**src/rtl/riscv_dm_pkg.sv**
```systemverilog
// Shared types for the SRI to AXI-lite bridge: FSM states and AXI response codes.
package riscv_dm_pkg;

  typedef enum logic [2:0] {
    IDLE  = 3'd0,
    WRITE = 3'd1,
    WRESP = 3'd2,
    RADDR = 3'd3,
    RDATA = 3'd4,
    RESP  = 3'd5
  } sri_state_e;

  localparam logic [1:0] OKAY   = 2'b00;
  localparam logic [1:0] EXOKAY = 2'b01;
  localparam logic [1:0] SLVERR = 2'b10;
  localparam logic [1:0] DECERR = 2'b11;

  function automatic logic resp_err(input logic [1:0] resp);
    return resp != OKAY;
  endfunction

endpackage

```
**src/rtl/sri_to_axilite.sv**
```systemverilog
// Single-outstanding SRI slave to AXI-lite master bridge.
// Define SRI_TO_AXILITE_TIMEOUT_EN to abort stalled transactions.
module sri_to_axilite
  import riscv_dm_pkg::*;
#(
  parameter int unsigned SRI_ADDR_WIDTH = 20,
  parameter int unsigned AXI_ADDR_WIDTH = 32,
  parameter int unsigned DATA_WIDTH     = 64,
  parameter logic [AXI_ADDR_WIDTH-1:0] BASE_ADDR = '0,
  parameter int unsigned TIMEOUT_CYCLES = 1024
) (
  input  logic                      clk_i,
  input  logic                      rstn_i,

  input  logic                      sri_en_i,
  input  logic                      sri_we_i,
  input  logic [SRI_ADDR_WIDTH-1:0] sri_addr_i,
  input  logic [DATA_WIDTH-1:0]     sri_wdata_i,
  input  logic [DATA_WIDTH/8-1:0]   sri_be_i,
  output logic                      sri_busy_o,
  output logic                      sri_rvalid_o,
  output logic [DATA_WIDTH-1:0]     sri_rdata_o,
  output logic                      sri_error_o,

  output logic [AXI_ADDR_WIDTH-1:0] m_awaddr_o,
  output logic                      m_awvalid_o,
  input  logic                      m_awready_i,
  output logic [DATA_WIDTH-1:0]     m_wdata_o,
  output logic [DATA_WIDTH/8-1:0]   m_wstrb_o,
  output logic                      m_wvalid_o,
  input  logic                      m_wready_i,
  input  logic [1:0]                m_bresp_i,
  input  logic                      m_bvalid_i,
  output logic                      m_bready_o,
  output logic [AXI_ADDR_WIDTH-1:0] m_araddr_o,
  output logic                      m_arvalid_o,
  input  logic                      m_arready_i,
  input  logic [DATA_WIDTH-1:0]     m_rdata_i,
  input  logic [1:0]                m_rresp_i,
  input  logic                      m_rvalid_i,
  output logic                      m_rready_o
);

  localparam int unsigned BE_W = DATA_WIDTH / 8;

  sri_state_e                state_q, state_d;
  logic [AXI_ADDR_WIDTH-1:0] addr_q, addr_d;
  logic [DATA_WIDTH-1:0]     wdata_q, wdata_d;
  logic [BE_W-1:0]           be_q, be_d;
  logic                      awvalid_q, awvalid_d;
  logic                      wvalid_q, wvalid_d;
  logic                      arvalid_q, arvalid_d;
  logic [DATA_WIDTH-1:0]     rdata_q, rdata_d;
  logic                      err_q, err_d;
  logic [AXI_ADDR_WIDTH-1:0] addr_ext;
  logic                      aw_done;
  logic                      w_done;

`ifdef SRI_TO_AXILITE_TIMEOUT_EN
  localparam int unsigned CW = $clog2(TIMEOUT_CYCLES + 1) + 1;
  logic [CW-1:0] cnt_q, cnt_d;
  logic          tmo;
`else
  logic unused_tmo;
  assign unused_tmo = ^TIMEOUT_CYCLES;
`endif

  always_comb begin
    addr_ext = '0;
    addr_ext[SRI_ADDR_WIDTH-1:0] = sri_addr_i;
  end

  // A channel is done once its valid has dropped or handshakes now
  assign aw_done = !awvalid_q || m_awready_i;
  assign w_done  = !wvalid_q || m_wready_i;

  always_comb begin
    state_d   = state_q;
    addr_d    = addr_q;
    wdata_d   = wdata_q;
    be_d      = be_q;
    awvalid_d = awvalid_q;
    wvalid_d  = wvalid_q;
    arvalid_d = arvalid_q;
    rdata_d   = rdata_q;
    err_d     = err_q;

    unique case (state_q)
      IDLE: begin
        if (sri_en_i) begin
          addr_d  = BASE_ADDR + addr_ext;
          wdata_d = sri_wdata_i;
          be_d    = sri_be_i;
          if (sri_we_i) begin
            awvalid_d = 1'b1;
            wvalid_d  = 1'b1;
            state_d   = WRITE;
          end else begin
            arvalid_d = 1'b1;
            state_d   = RADDR;
          end
        end
      end
      WRITE: begin
        if (awvalid_q && m_awready_i) awvalid_d = 1'b0;
        if (wvalid_q && m_wready_i)   wvalid_d  = 1'b0;
        if (aw_done && w_done)        state_d   = WRESP;
      end
      WRESP: begin
        if (m_bvalid_i) begin
          rdata_d = '0;
          err_d   = resp_err(m_bresp_i);
          state_d = RESP;
        end
      end
      RADDR: begin
        if (m_arready_i) begin
          arvalid_d = 1'b0;
          state_d   = RDATA;
        end
      end
      RDATA: begin
        if (m_rvalid_i) begin
          rdata_d = m_rdata_i;
          err_d   = resp_err(m_rresp_i);
          state_d = RESP;
        end
      end
      RESP: state_d = IDLE;
      default: state_d = IDLE;
    endcase

`ifdef SRI_TO_AXILITE_TIMEOUT_EN
    cnt_d = (state_q == IDLE) ? '0 : cnt_q + 1'b1;
    tmo   = (state_q != IDLE) && (state_q != RESP) &&
            (cnt_d == CW'(TIMEOUT_CYCLES));
    // Abort overrides whatever the channel logic decided
    if (tmo) begin
      awvalid_d = 1'b0;
      wvalid_d  = 1'b0;
      arvalid_d = 1'b0;
      rdata_d   = '0;
      err_d     = 1'b1;
      state_d   = RESP;
    end
`endif
  end

  always_ff @(posedge clk_i or negedge rstn_i) begin
    if (!rstn_i) begin
      state_q   <= IDLE;
      addr_q    <= '0;
      wdata_q   <= '0;
      be_q      <= '0;
      awvalid_q <= 1'b0;
      wvalid_q  <= 1'b0;
      arvalid_q <= 1'b0;
      rdata_q   <= '0;
      err_q     <= 1'b0;
    end else begin
      state_q   <= state_d;
      addr_q    <= addr_d;
      wdata_q   <= wdata_d;
      be_q      <= be_d;
      awvalid_q <= awvalid_d;
      wvalid_q  <= wvalid_d;
      arvalid_q <= arvalid_d;
      rdata_q   <= rdata_d;
      err_q     <= err_d;
    end
  end

`ifdef SRI_TO_AXILITE_TIMEOUT_EN
  always_ff @(posedge clk_i or negedge rstn_i) begin
    if (!rstn_i) cnt_q <= '0;
    else         cnt_q <= cnt_d;
  end
`endif

  assign sri_busy_o   = state_q != IDLE;
  assign sri_rvalid_o = state_q == RESP;
  assign sri_rdata_o  = rdata_q;
  assign sri_error_o  = err_q;

  assign m_awaddr_o  = addr_q;
  assign m_awvalid_o = awvalid_q;
  assign m_wdata_o   = wdata_q;
  assign m_wstrb_o   = be_q;
  assign m_wvalid_o  = wvalid_q;
  assign m_bready_o  = state_q == WRESP;
  assign m_araddr_o  = addr_q;
  assign m_arvalid_o = arvalid_q;
  assign m_rready_o  = state_q == RDATA;

endmodule

```
**config.mk**
```make
export PLATFORM = sky130hd
export DESIGN_NAME = sri_to_axilite
export DESIGN_NICKNAME = d
export VERILOG_FILES = /design/src/rtl/riscv_dm_pkg.sv /design/src/rtl/sri_to_axilite.sv
export SDC_FILE = /design/constraint.sdc
export NUM_CORES = 1
export LEC_CHECK = 0
export ABC_AREA = 1
export CORE_ASPECT_RATIO = 0.9
export CORE_MARGIN = 3
export CORE_UTILIZATION = 25
export DETAILED_ROUTE_END_ITERATION = 8
export PLACE_DENSITY = 0.66
export SYNTH_ARGS = -nofsm -noshare
export SYNTH_HDL_FRONTEND = slang
export SYNTH_SLANG_ARGS = --single-unit
```
**constraint.sdc**
```tcl
create_clock -name clk_i -period 1.7 [get_ports clk_i]
set_clock_uncertainty 0.1 [all_clocks]
set_input_delay 0.17 -clock clk_i [delete_from_list [all_inputs] [get_ports clk_i]]
set_output_delay 0.17 -clock clk_i [all_outputs]
set_load 0.1 [all_outputs]
```
Word level (Yosys, flattened, before mapping)
Index checks and enable logic that the tools add are counted.
{"block": "classes", "mul": 0, "div": 0, "eq_ne": 14, "bitwise": 0, "magnitude_cmp": 0, "n_reduce_logical": 20, "n_shift": 0, "addsub": 0, "n_mux": 23}
{"op": "64-bit two-way mux", "n": 2}
{"op": "64-bit one-hot mux with 2 select lines", "n": 1}
{"op": "2-bit inequality test (second input constant)", "n": 9}
{"op": "3-bit two-way mux", "n": 5}
{"op": "3-bit one-hot mux with 5 select lines", "n": 1}
{"op": "4-bit AND reduction", "n": 3}
{"op": "2-bit nonzero test", "n": 5}
{"op": "1-bit two-way mux", "n": 9}
{"op": "1-bit one-hot mux with 2 select lines", "n": 4}
{"op": "3-bit by 2-bit == test with 1-bit output (second input constant)", "n": 2}
{"op": "3-bit == test (second input constant)", "n": 2}
{"op": "5-bit AND reduction", "n": 1}
{"op": "3-bit by 1-bit == test with 1-bit output (second input constant)", "n": 1}
{"op": "1-bit logical AND", "n": 3}
{"op": "3-bit logical NOT", "n": 1}
{"op": "3-bit AND reduction", "n": 1}
{"op": "3-bit nonzero test", "n": 1}
{"op": "1-bit logical NOT", "n": 2}
{"op": "1-bit logical OR", "n": 2}
{"op": "2-bit two-way mux", "n": 1}
{"op": "2-bit AND reduction", "n": 1}
{"block": "totals", "ram_bits": 0, "out_inout_bits": 208, "memories": 0, "reg_bits": 163, "in_bits": 169, "mem_bits_ro": 0, "word_cells": 66, "latchBits": 0}

Depth between registers and ports, before layout
{"block": "depth", "depth_word": 5, "depth_mapped": 9, "ltp_nobuf": 9}

Worst setup path before layout
No wires, ideal clock.
{"block": "synth_path", "path_kind": "reg2out", "startpoint": "register state_q[1]", "endpoint": "output port sri_rvalid_o", "required_time_ns": 1.430, "path_buffers": 0, "path_stages_with_launch": 4, "arrival_ns": 1.858, "slack_ns": -0.428, "cell_sequence": "dfrtp_1 > inv_2 > nand2_1 > nor2_1"}
{"block": "synth_via", "elab_chain_len": 1}
{"item": "start, declared", "line": "sri_to_axilite.sv:46", "rtl": "sri_state_e state_q, state_d;"}
{"item": "start signal, assigned", "line": "sri_to_axilite.sv:161", "rtl": "state_q <= state_d;"}
{"item": "3-bit == test", "line": "sri_to_axilite.sv:181", "rtl": "assign sri_rvalid_o = state_q == RESP;"}
{"item": "end, declared", "line": "sri_to_axilite.sv:21", "rtl": "output logic sri_rvalid_o,"}
Every way passes these cells.

Worst setup path after layout
{"block": "layout_path", "startpoint": "register state_q[2]", "endpoint": "output port m_bready_o"}
{"block": "layout_via", "elab_chain_len": 1}
{"item": "3-bit by 2-bit == test with 1-bit output", "line": "sri_to_axilite.sv:190", "rtl": "assign m_bready_o = state_q == WRESP;"}
{"item": "end, declared", "line": "sri_to_axilite.sv:34", "rtl": "output logic m_bready_o,"}
Every way passes these cells.

==> summary.txt <==
Worst setup path
  – Largest fanout on the critical path: 4
  – Largest stage delay on the critical path: between 400 and 500 ps
  – Register-to-register setup slack: about 80 ps
  – Worst R2R Start: state_q[2]
  – Critical Path RT: between 1000 and 1500 ps
  – Worst Setup End Kind: primary output
  – Worst setup SP type: flip-flop
  – Worst r2r path cells: 9
  – Kind of critical path: reg -> out
  – Cell Chain, Critical Path: nor2_4 > nand2_2 > buf_6 > inv_4 > buf_12
  – Slowest cell on the critical path: dfrtp_2
  – R2R Path End: sri_rdata_o[0]
  – Crit path DAT: roughly 1400 ps

CTS
  – CTS H-tree depth: 4
  – CTS buffer count: 17
  – CTS root buffer: clkbuf_16
  – Clk_lat worst skew: between 400 and 500 ps
  – Clock slew at reported path FFs: 80 ps
  – CTS tree: done
  – Number of clock sinks: 163
  – Clock buffer depth: 2

STA
  – Max Fclk: about 0.60 GHz
  – Min Clock Period, post-route: 1673 ps
  – Worst setup margin: around 27 ps
  – Final Hold Viols: 0
  – Final Cycle Share: 0.9842
  – Pins Over Slew Limit: 0
  – RSZ-0062 raised after global routing: yes
  – Final setup vio count: 0

Finish
  – Most frequent cells in the layout: nand2_1 (421), buf_12 (196), clkdlybuf4s50_1 (167)
  – Most common cell after layout, fill and taps aside: nand2_1
  – Share of cells above drive strength 1: 0.2417
  – Post-Layout Inst Area: 13270 µm²
  – Fin nets: 1294
  – Area grow syn2layout: 92.43%
  – Final core occ: 0.4895

Drt
  – Vias per std cell: 4.234
  – Per-cell routed wire length: 15.82 µm
  – Post-route ant nets: 0
  – Routed WL: approximately 24 mm
  – DRT iter0 DRCs: between 200 and 250
  – DRC: 0
  – Vias: 6321
  – First drt pass iteration count: 6

Global route
  – GR Overflow Total: 0
  – Vias in the first global route: 6221
  – Largest net degree at the start of global routing: 93
  – GRT Util Overall: 0.1516
  – Initial antenna violation count: 1
  – First-pass GRT wire length: 35.37 mm

Yosys
  – Number of library cell types mapped by synthesis: 21
  – Ranking of synthesized cells by area: dfrtp_1 (59%), nand2_1 (23%), buf_4 (5.9%)
  – Cell taking the most area after synthesis: dfrtp_1
  – Mapped Cells: approximately 780
  – Main synth FF type: dfrtp_1
  – Ys async rst share: 1.000
  – Register area share after synthesis: 0.5917
  – Synth top area share: 0.5917
  – Post-synth EDFFs: 0
  – Flops & latches, synth: around 160
  – Synth warn: 0
  – Synthesized cell area: between 6000 and 7000 µm²
  – Syn avg cell area: 8.794 µm²

Floorplanning
  – Die Area: 29610 µm²
  – IO Count: about 380
  – Effective utilization at floorplan: 0.2544
  – Rows: 57
  – Die height: 163.5 µm
  – Core Box Area: 27100 µm²
  – Die X: 181.0 µm

Hold path
  – WHS Endpoint: sri_rdata_o[27]
  – Hold depth: 3
  – Min-delay worst type: in -> reg
  – Hold wc startpoint: m_rdata_i[27]

Place
  – DP Wirelength: ~17 mm
  – Routability cong.: 0.7965
  – Area of placed instances: 12470 µm²
  – Number of buffers added on ports: 352
  – Place WS: 49.79 ps

Flow run
  – Max-cap violations: 0

Run status
  – Status: finished, final reports clean
metal layers:
| metal | vias up | GRT usage | routed length [µm] |
|---|---|---|---|
| li1 | 3031 | - | - |
| met1 | 2981 | 0.1751 | 9193 |
| met2 | 288 | 0.2567 | 11710 |
| met3 | 21 | 0.06814 | 2318 |
| met4 | 0 | 0.04188 | 400 |
| met5 | - | 0 | 0 |
how the worst max path moves through the flow:
stage | start | to | slack [ps] | depth (start not counted)
floorplan | state_q[2] | sri_rdata_o[23] | -100 | 8
global placement | m_rvalid_i | sri_rdata_o[5] | 90 | 7
detailed placement | state_q[2] | m_wdata_o[23] | 50 | 7
CTS | state_q[1] | m_bready_o | -7 | 6
global route | state_q[1] | m_bready_o | -40 | 6
finish | state_q[2] | m_bready_o | 30 | 5
timing repair:
| item | CTS | global route |
|---|---|---|
| hold endpoints to repair | 163 | 0 |
| pin swaps | 2 | 1 |
| gates resized for setup | 7 | 30 |
| cloned | 0 | 3 |
| setup buffers | 9 | 1 |
| endpoints found under the setup margin | 4 | 71 |
| hold buffers | 1 | 0 |
kinds of logic (layout without fill, tap and decap cells):
group / count (synthesis) / in the layout / share of synthesized area
DFF: 163 / 163 / 0.5917
and+or+nand+nor: 450 / 450 / 0.2544
buffers and inverters: 100 / 431 / 0.1022
other: 1 / 25 / 0.0005439
AOI/OAI and AO/OA: 70 / 70 / 0.05118
area by class of cell:
cell class                      instances  area, µm²
Antenna cell                            1      2.502
Clock buffer                           19      452.9
Clock inverter                         13      140.1
Fill cell                            2474      13830
Inverter                               15      72.57
Multi-Input combinational cell        544       2248
Sequential cell                       163       4081
Tap cell                              354      442.9
Timing Repair Buffer                  384       5826
worst max-delay path, delay by kind of cell (launching register included):
kind | cells | cell delay (ps)
buffers and inverters | 3 | 330
flip-flops | 1 | 440
AND/OR/NAND/NOR | 2 | 210
stage by stage:
| step | hold slack, ps | std cells | setup TNS, ps |
|---|---|---|---|
| floorplan | -225.6 | 807 | -6265 |
| global placement | 74.51 | 1446 | 0 |
| detailed placement | 71.75 | 1446 | 0 |
| CTS | 143.4 | 1488 | -7.097 |
| global route | 159.4 | 1493 | -102.0 |
| finish | 172.3 | 1493 | 0 |
state kept, by name, summed over array words and instances (netlist names):
register     cells
m_wdata_o       64
sri_rdata_o     64
m_araddr_o      20
m_wstrb_o        8
state_q          3
m_arvalid_o      1
m_awvalid_o      1
m_wvalid_o       1
sri_error_o      1
Yosys cell counts (5+ instances only):
| cell | n |
|---|---|
| buf_4 | 54 |
| inv_2 | 5 |
| nand2_1 | 423 |
| nor2_1 | 6 |
| o21ai_0 | 29 |
| buf_2 | 11 |
| o21ai_1 | 40 |
| buf_6 | 15 |
| dfrtp_1 | 163 |
| nand3_1 | 10 |
| clkbuf_1 | 5 |
| inv_1 | 10 |
Power is left out: the tool's default activity adds up to more than one toggle a clock period on the data nets, which glitch-free logic cannot reach.
